--- config.mk ---
export PLATFORM = sky130hd
export DESIGN_NAME = circulant_transpose_ctrl
export DESIGN_NICKNAME = d
export VERILOG_FILES = /design/src/rtl/circ_xpose_pkg.sv /design/src/rtl/circ_xpose_out_fifo.sv /design/src/rtl/circulant_transpose_ctrl.sv
export SDC_FILE = /design/constraint.sdc
export NUM_CORES = 1
export LEC_CHECK = 0
export CAP_MARGIN = 20
export CORE_MARGIN = 2
export CORE_UTILIZATION = 45
export DETAILED_ROUTE_END_ITERATION = 16
export PLACE_DENSITY = 0.78
export SLEW_MARGIN = 10
export SYNTH_ARGS = -nofsm -noshare
export SYNTH_HDL_FRONTEND = slang
export SYNTH_SLANG_ARGS = --single-unit
--- constraint.sdc ---
create_clock -name clk -period 4.6 [get_ports clk]
set_input_delay 1.38 -clock clk [delete_from_list [all_inputs] [get_ports clk]]
set_output_delay 1.38 -clock clk [all_outputs]
set_load 0.03 [all_outputs]
--- src/rtl/circ_xpose_pkg.sv ---
// Shared definitions for the circulant transpose sequencer.
//   state_e   : sequencer phases (fill rows, drain diagonals, flush pipe)
//   cnt_width : width of a counter that must hold 0..depth inclusive
package circ_xpose_pkg;

  typedef enum logic [1:0] {
    ST_FILL  = 2'd0,
    ST_DRAIN = 2'd1,
    ST_FLUSH = 2'd2
  } state_e;

  function automatic int unsigned cnt_width(input int unsigned depth);
    return $clog2(depth + 1);
  endfunction

endpackage

--- src/rtl/circ_xpose_out_fifo.sv ---
// Output FIFO for transposed rows, with occupancy count.
//   clk, rst      : clock, asynchronous active-high reset (FIFO emptied)
//   push_i/data_i : write one row
//   pop_i         : remove head (ignored when empty)
//   data_o        : head row, read from registered storage
//   count_o       : number of stored rows
//   empty_o       : no rows stored
// Writing into a full FIFO is a sequencing error and is flagged by an assertion.
module circ_xpose_out_fifo
  import circ_xpose_pkg::*;
#(
  parameter int unsigned DEPTH = 3,
  parameter int unsigned WIDTH = 32,
  parameter int unsigned CNT_W = cnt_width(DEPTH)
) (
  input  logic             clk,
  input  logic             rst,
  input  logic             push_i,
  input  logic [WIDTH-1:0] data_i,
  input  logic             pop_i,
  output logic [WIDTH-1:0] data_o,
  output logic [CNT_W-1:0] count_o,
  output logic             empty_o
);

  localparam int unsigned      PTR_W    = (DEPTH > 1) ? $clog2(DEPTH) : 1;
  localparam logic [PTR_W-1:0] LAST_PTR = PTR_W'(DEPTH - 1);
  localparam logic [CNT_W-1:0] FULL_CNT = CNT_W'(DEPTH);

  logic [WIDTH-1:0] mem_q [DEPTH];
  logic [PTR_W-1:0] wr_ptr_q, rd_ptr_q;
  logic [CNT_W-1:0] count_q;
  logic             full, do_pop;

  assign empty_o = (count_q == '0);
  assign full    = (count_q == FULL_CNT);
  assign do_pop  = pop_i && !empty_o;
  assign count_o = count_q;
  assign data_o  = mem_q[rd_ptr_q];

  always_ff @(posedge clk or posedge rst) begin
    if (rst) begin
      wr_ptr_q <= '0;
      rd_ptr_q <= '0;
      count_q  <= '0;
    end else begin
      if (push_i) wr_ptr_q <= (wr_ptr_q == LAST_PTR) ? '0 : wr_ptr_q + 1'b1;
      if (do_pop) rd_ptr_q <= (rd_ptr_q == LAST_PTR) ? '0 : rd_ptr_q + 1'b1;
      unique case ({push_i, do_pop})
        2'b10:   count_q <= count_q + 1'b1;
        2'b01:   count_q <= count_q - 1'b1;
        default: count_q <= count_q;
      endcase
    end
  end

  always_ff @(posedge clk) begin
    if (push_i) mem_q[wr_ptr_q] <= data_i;
  end

  a_no_overflow : assert property (@(posedge clk) disable iff (rst) !(push_i && full));

endmodule

--- src/rtl/circulant_transpose_ctrl.sv ---
// Sequencer for the circulant BRAM transpose datapath. Accepts MATRIX_DIM
// row words, writes them into the external circulant shifter, then issues
// MATRIX_DIM diagonal reads whose results are buffered in a credit-managed
// FIFO and streamed out as transposed rows.
//   clk, rst            : clock, asynchronous active-high reset
//   cfg_shift_en        : barrel-shift enable, latched on the first row of a matrix
//   in_valid/in_ready/in_data    : upstream row stream
//   out_valid/out_ready/out_data : transposed row stream (FIFO head)
//   mem_wen, mem_w_base_mem, mem_w_base_addr, mem_wdata : shifter write port
//   mem_ren, mem_r_base_mem, mem_r_base_addr            : shifter read port
//   mem_shift_en, mem_rdata                              : shift control, read data
//   busy                : high while draining or flushing
// Optional: define CIRC_XPOSE_PERF_EN to add perf_stall_cnt / perf_matrix_cnt.
module circulant_transpose_ctrl
  import circ_xpose_pkg::*;
#(
  parameter int unsigned MATRIX_DIM = 4,
  parameter int unsigned MEM_WIDTH  = 8,
  parameter int unsigned ROW_WIDTH  = MATRIX_DIM * MEM_WIDTH,
  parameter int unsigned ADDR_LEN   = $clog2(MATRIX_DIM),
  parameter int unsigned READ_LAT   = 2,
  parameter int unsigned FIFO_DEPTH = READ_LAT + 1
) (
  input  logic                 clk,
  input  logic                 rst,
  input  logic                 cfg_shift_en,
  input  logic                 in_valid,
  output logic                 in_ready,
  input  logic [ROW_WIDTH-1:0] in_data,
  output logic                 out_valid,
  input  logic                 out_ready,
  output logic [ROW_WIDTH-1:0] out_data,
  output logic                 mem_wen,
  output logic [ADDR_LEN-1:0]  mem_w_base_mem,
  output logic [ADDR_LEN-1:0]  mem_w_base_addr,
  output logic [ROW_WIDTH-1:0] mem_wdata,
  output logic                 mem_ren,
  output logic [ADDR_LEN-1:0]  mem_r_base_mem,
  output logic [ADDR_LEN-1:0]  mem_r_base_addr,
  output logic                 mem_shift_en,
  input  logic [ROW_WIDTH-1:0] mem_rdata,
  output logic                 busy
`ifdef CIRC_XPOSE_PERF_EN
  ,
  output logic [31:0]          perf_stall_cnt,
  output logic [31:0]          perf_matrix_cnt
`endif
);

  localparam int unsigned         CNT_W      = cnt_width(FIFO_DEPTH);
  localparam logic [ADDR_LEN-1:0] LAST_IDX   = ADDR_LEN'(MATRIX_DIM - 1);
  localparam logic [CNT_W:0]      CREDIT_LIM = (CNT_W + 1)'(FIFO_DEPTH);

  state_e              state_q, state_d;
  logic [ADDR_LEN-1:0] wr_cnt_q, wr_cnt_d;
  logic [ADDR_LEN-1:0] rd_cnt_q, rd_cnt_d;
  logic [CNT_W-1:0]    outstanding_q, outstanding_d;
  logic [READ_LAT-1:0] ret_vld_q, ret_vld_d;
  logic                shift_en_q, shift_en_d;
  logic [CNT_W-1:0]    fifo_count;
  logic                fifo_empty, fifo_pop, ret_push, credit_ok;

  // Reads already in flight plus rows already buffered must leave room,
  // so every returning read is guaranteed a FIFO slot.
  assign credit_ok = ({1'b0, outstanding_q} + {1'b0, fifo_count}) < CREDIT_LIM;
  assign ret_push  = ret_vld_q[READ_LAT-1];
  assign fifo_pop  = out_valid && out_ready;

  // State register
  always_ff @(posedge clk or posedge rst) begin
    if (rst) state_q <= ST_FILL;
    else     state_q <= state_d;
  end

  // Next-state logic
  always_comb begin
    state_d = state_q;
    unique case (state_q)
      ST_FILL:  if (mem_wen && wr_cnt_q == LAST_IDX) state_d = ST_DRAIN;
      ST_DRAIN: if (mem_ren && rd_cnt_q == LAST_IDX) state_d = ST_FLUSH;
      ST_FLUSH: if (outstanding_q == '0 && fifo_empty) state_d = ST_FILL;
      default:  state_d = ST_FILL;
    endcase
  end

  // Output logic; in_ready is held low while reset is asserted.
  always_comb begin
    in_ready = 1'b0;
    mem_wen  = 1'b0;
    mem_ren  = 1'b0;
    busy     = 1'b0;
    unique case (state_q)
      ST_FILL: begin
        in_ready = !rst;
        mem_wen  = in_valid && !rst;
      end
      ST_DRAIN: begin
        mem_ren = credit_ok;
        busy    = 1'b1;
      end
      ST_FLUSH: busy = 1'b1;
      default: ;
    endcase
  end

  // Counters, shift latch and return-valid pipe
  always_comb begin
    wr_cnt_d      = mem_wen ? wr_cnt_q + 1'b1 : wr_cnt_q;
    rd_cnt_d      = mem_ren ? rd_cnt_q + 1'b1 : rd_cnt_q;
    shift_en_d    = (mem_wen && wr_cnt_q == '0) ? cfg_shift_en : shift_en_q;
    outstanding_d = outstanding_q + CNT_W'(mem_ren) - CNT_W'(ret_push);
    ret_vld_d     = READ_LAT'({ret_vld_q, mem_ren});
  end

  always_ff @(posedge clk or posedge rst) begin
    if (rst) begin
      wr_cnt_q      <= '0;
      rd_cnt_q      <= '0;
      shift_en_q    <= 1'b0;
      outstanding_q <= '0;
      ret_vld_q     <= '0;
    end else begin
      wr_cnt_q      <= wr_cnt_d;
      rd_cnt_q      <= rd_cnt_d;
      shift_en_q    <= shift_en_d;
      outstanding_q <= outstanding_d;
      ret_vld_q     <= ret_vld_d;
    end
  end

  assign mem_w_base_mem  = '0;
  assign mem_w_base_addr = wr_cnt_q;
  assign mem_wdata       = in_data;
  assign mem_r_base_mem  = '0;
  assign mem_r_base_addr = rd_cnt_q;
  assign mem_shift_en    = shift_en_q;
  assign out_valid       = !fifo_empty;

  circ_xpose_out_fifo #(
    .DEPTH (FIFO_DEPTH),
    .WIDTH (ROW_WIDTH),
    .CNT_W (CNT_W)
  ) u_out_fifo (
    .clk     (clk),
    .rst     (rst),
    .push_i  (ret_push),
    .data_i  (mem_rdata),
    .pop_i   (fifo_pop),
    .data_o  (out_data),
    .count_o (fifo_count),
    .empty_o (fifo_empty)
  );

`ifdef CIRC_XPOSE_PERF_EN
  logic [31:0] perf_stall_q, perf_matrix_q;

  always_ff @(posedge clk or posedge rst) begin
    if (rst) begin
      perf_stall_q  <= '0;
      perf_matrix_q <= '0;
    end else begin
      if (out_valid && !out_ready && perf_stall_q != '1)
        perf_stall_q <= perf_stall_q + 32'd1;
      if (state_q == ST_FLUSH && state_d == ST_FILL && perf_matrix_q != '1)
        perf_matrix_q <= perf_matrix_q + 32'd1;
    end
  end

  assign perf_stall_cnt  = perf_stall_q;
  assign perf_matrix_cnt = perf_matrix_q;
`endif

endmodule

==> impl_metrics.py <==
metrics = {
    "clock_tree": {
        "clkSinkCount": 113,
        "cts_hold_buf": 0,
        "worstSkewPairLatency_ns": 0.49,
        "clk_pin_slew_ns": 0.06,
        "post_cts_buffers": 0,
        "clockRootBuffer": "clkbuf_8",
        "cts_tree": "built",
        "cts_resized": 0,
        "htreeDepth": 4,
        "clockBufferDepth": 2,
        "cts_inserted_buffers": 17,
    },
    "layout": {
        "area_delta_synth_final_pct": 26.8,
        "fillCellCount": 793,
        "fin_nets": 454,
        "final_cell_mix": "edfxtp_1 (96), clkdlybuf4s50_1 (78), nand2_1 (39)",
        "fin_area_um2": 5940,
        "antenna_cells": 0,
        "fin_util_pct": 58.1,
        "drive_gt1_share_pct": 11.9,
        "fin_cells": 523,
        "final_common_cell": "edfxtp_1",
    },
    "placement": {
        "pre_cts_ws_ns": 0.313,
        "routabilityCongestion": 0.748,
        "postPlaceCellArea_um2": 5370,
        "port_buffers": 78,
        "dpl.hpwl_mm": 5.22,
        "dp.cells": 491,
    },
    "worst_setup_path": {
        "crit_path_start_kind": "input port",
        "critical_path_arrival_ns": 2.92,
        "r2r_slack_ns": 2.54,
        "crit_type": "in2out",
        "rr_endpoint": "outstanding_q[1]",
        "slowest_delay_ns": 0.70,
        "cp_slowest_cell": "clkdlybuf4s50_1",
        "r2r_cells": 8,
        "worstPathMaxFanout": 5,
        "r2r_start": "u_out_fifo.count_o[0]",
        "crit_chain": "clkdlybuf4s50_1 -> nor2b_1 -> and2_1 -> clkdlybuf4s50_1",
        "endpoint_kind": "output port",
        "crit_required_ns": 3.22,
        "crit_path_frequent_cell": "clkdlybuf4s50_1",
    },
    "sta": {
        "holdWs_ns": 0.368,
        "relSlewSlack_pct": 32.1,
        "finalCritPeriodShare_pct": 93.5,
        "tns_ns": 0,
        "rsz0062_at_grt": "no",
        "slew_viol_final": 0,
        "setup_ws_ns": 0.301,
        "hold_viol": 0,
        "min_period_ns": 4.30,
        "max_freq_ghz": 0.233,
        "worst_slew_pin_slew_ns": 1.02,
        "skew_ns": 0.00425,
        "setup_viol": 0,
    },
    "job": {
        "cap_viol_max_count": 0,
    },
    "logic_synthesis": {
        "ys_ff_latch": 113,
        "ys_types": 30,
        "netlist_instances": 319,
        "syn_avg_cell_area_um2": 14.7,
        "ys.flop_type": "edfxtp_1",
        "async_flop_share_pct": 15.0,
        "yosys_warnings": 0,
        "synth.cell_area_um2": 4690,
        "yosysSeqAreaShare_pct": 70.6,
        "synth_edf_count": 96,
    },
    "die": {
        "start_util_pct": 45.8,
        "io_pins": 147,
        "die_x_um": 106,
        "core_um2": 10200,
        "row_count": 37,
        "die_area_um2": 11200,
        "die_y_um": 106,
    },
    "drt": {
        "final_antenna_net_count": 0,
        "drc": 0,
        "routed_wl_mm": 8.39,
        "drtPass1Iterations": 4,
        "wire_per_inst_um": 16.0,
        "vias": 2574,
        "drt-initial-drc-count": 92,
        "via_per_inst": 4.92,
    },
    "min_path": {
        "hp-class": "reg2reg",
        "hold_start": "ret_vld_q[0]",
        "hold_end": "ret_vld_q[1]",
        "hold_depth": 0,
    },
    "global_routing": {
        "antenna_found_initial": 0,
        "grt.total_usage_pct": 15.6,
        "grt_max_degree": 37,
        "overflow": 0,
        "grt_pass1_vias": 2739,
        "grt_pass1_wl_mm": 13.3,
    },
    "power": {
        "p_per_area_nw_per_um2": 701,
        "leakage_nw": 2.18,
        "power_mw": 4.17,
        "ir_drop_uv": 392,
    },
    "run_status": {
        "outcome": "complete, no violations",
    },
}
logic make-up after synthesis:
kind of cell	synth area share, %
buf+inv	7.69
fa+ha+maj	3.10
mux	7.56
other cells	0.0800
compound gates	5.15
simple gates	4.51
xor+xnor	1.31
flops	70.6
Yosys cell counts, types with 2 or more instances:
master | n | area [um^2]
nor2_1 | 4 | 15.0
mux2_2 | 3 | 33.8
inv_1 | 11 | 41.3
a21o_1 | 2 | 15.0
buf_4 | 36 | 270
mux2i_1 | 32 | 320
buf_2 | 3 | 15.0
dfrtp_1 | 17 | 425
xnor2_1 | 6 | 52.6
o21ai_0 | 35 | 175
edfxtp_1 | 96 | 2880
ha_1 | 10 | 125
nand2_1 | 39 | 146
clkbuf_1 | 9 | 33.8
cell type report:
class	count	area [um^2]	area share (%)
multi-input combinational	150	1040	17.6
timing repair buffer	81	803	13.5
inverter	11	41.3	0.695
sequential	113	3310	55.7
clock inverter	15	159	2.67
clock buffer	17	414	6.97
tap	136	170	2.86
report_power, final:
group	internal (mW)	total [mW]	switching [mW]
Combinational	0.638	1.50	0.862
Clock	0.775	1.23	0.460
Sequential	1.29	1.43	0.139
Total	2.70	4.17	1.46
worst max-delay path by stage:
| stage | startpoint | depth (start not counted) | to |
|---|---|---|---|
| 2_1_floorplan | rst | 3 | mem_wen |
| 3_3_place_gp | rst | 4 | mem_wen |
| 3_5_place_dp | rst | 4 | mem_wen |
| 4_1_cts | rst | 4 | mem_wen |
| 5_1_grt | rst | 4 | mem_wen |
| 6_report | rst | 4 | mem_wen |
critical path: cells and delay by family:
family        cells  cell delay (ns)
simple gates      2             0.39
buf+inv           2             1.14
state kept, by name, indices dropped and copies added, names as in the netlist:
| signal | flops |
|---|---|
| u_out_fifo.mem_q | 96 |
| mem_r_base_addr | 2 |
| mem_w_base_addr | 2 |
| outstanding_q | 2 |
| ret_vld_q | 2 |
| state_q | 2 |
| u_out_fifo.count_o | 2 |
| u_out_fifo.rd_ptr_q | 2 |
| u_out_fifo.wr_ptr_q | 2 |
| mem_shift_en | 1 |
routing by layer:
layer | part of all wire [%] | wire, um | GRT usage, %
met1 | 42 | 3530 | 17.7
met2 | 51 | 4250 | 26.8
met3 | 6.1 | 512 | 5.70
met4 | 1.1 | 95 | 6.02
met5 | 0 | 0 | 0
Power figures use the tool's default switching activity.
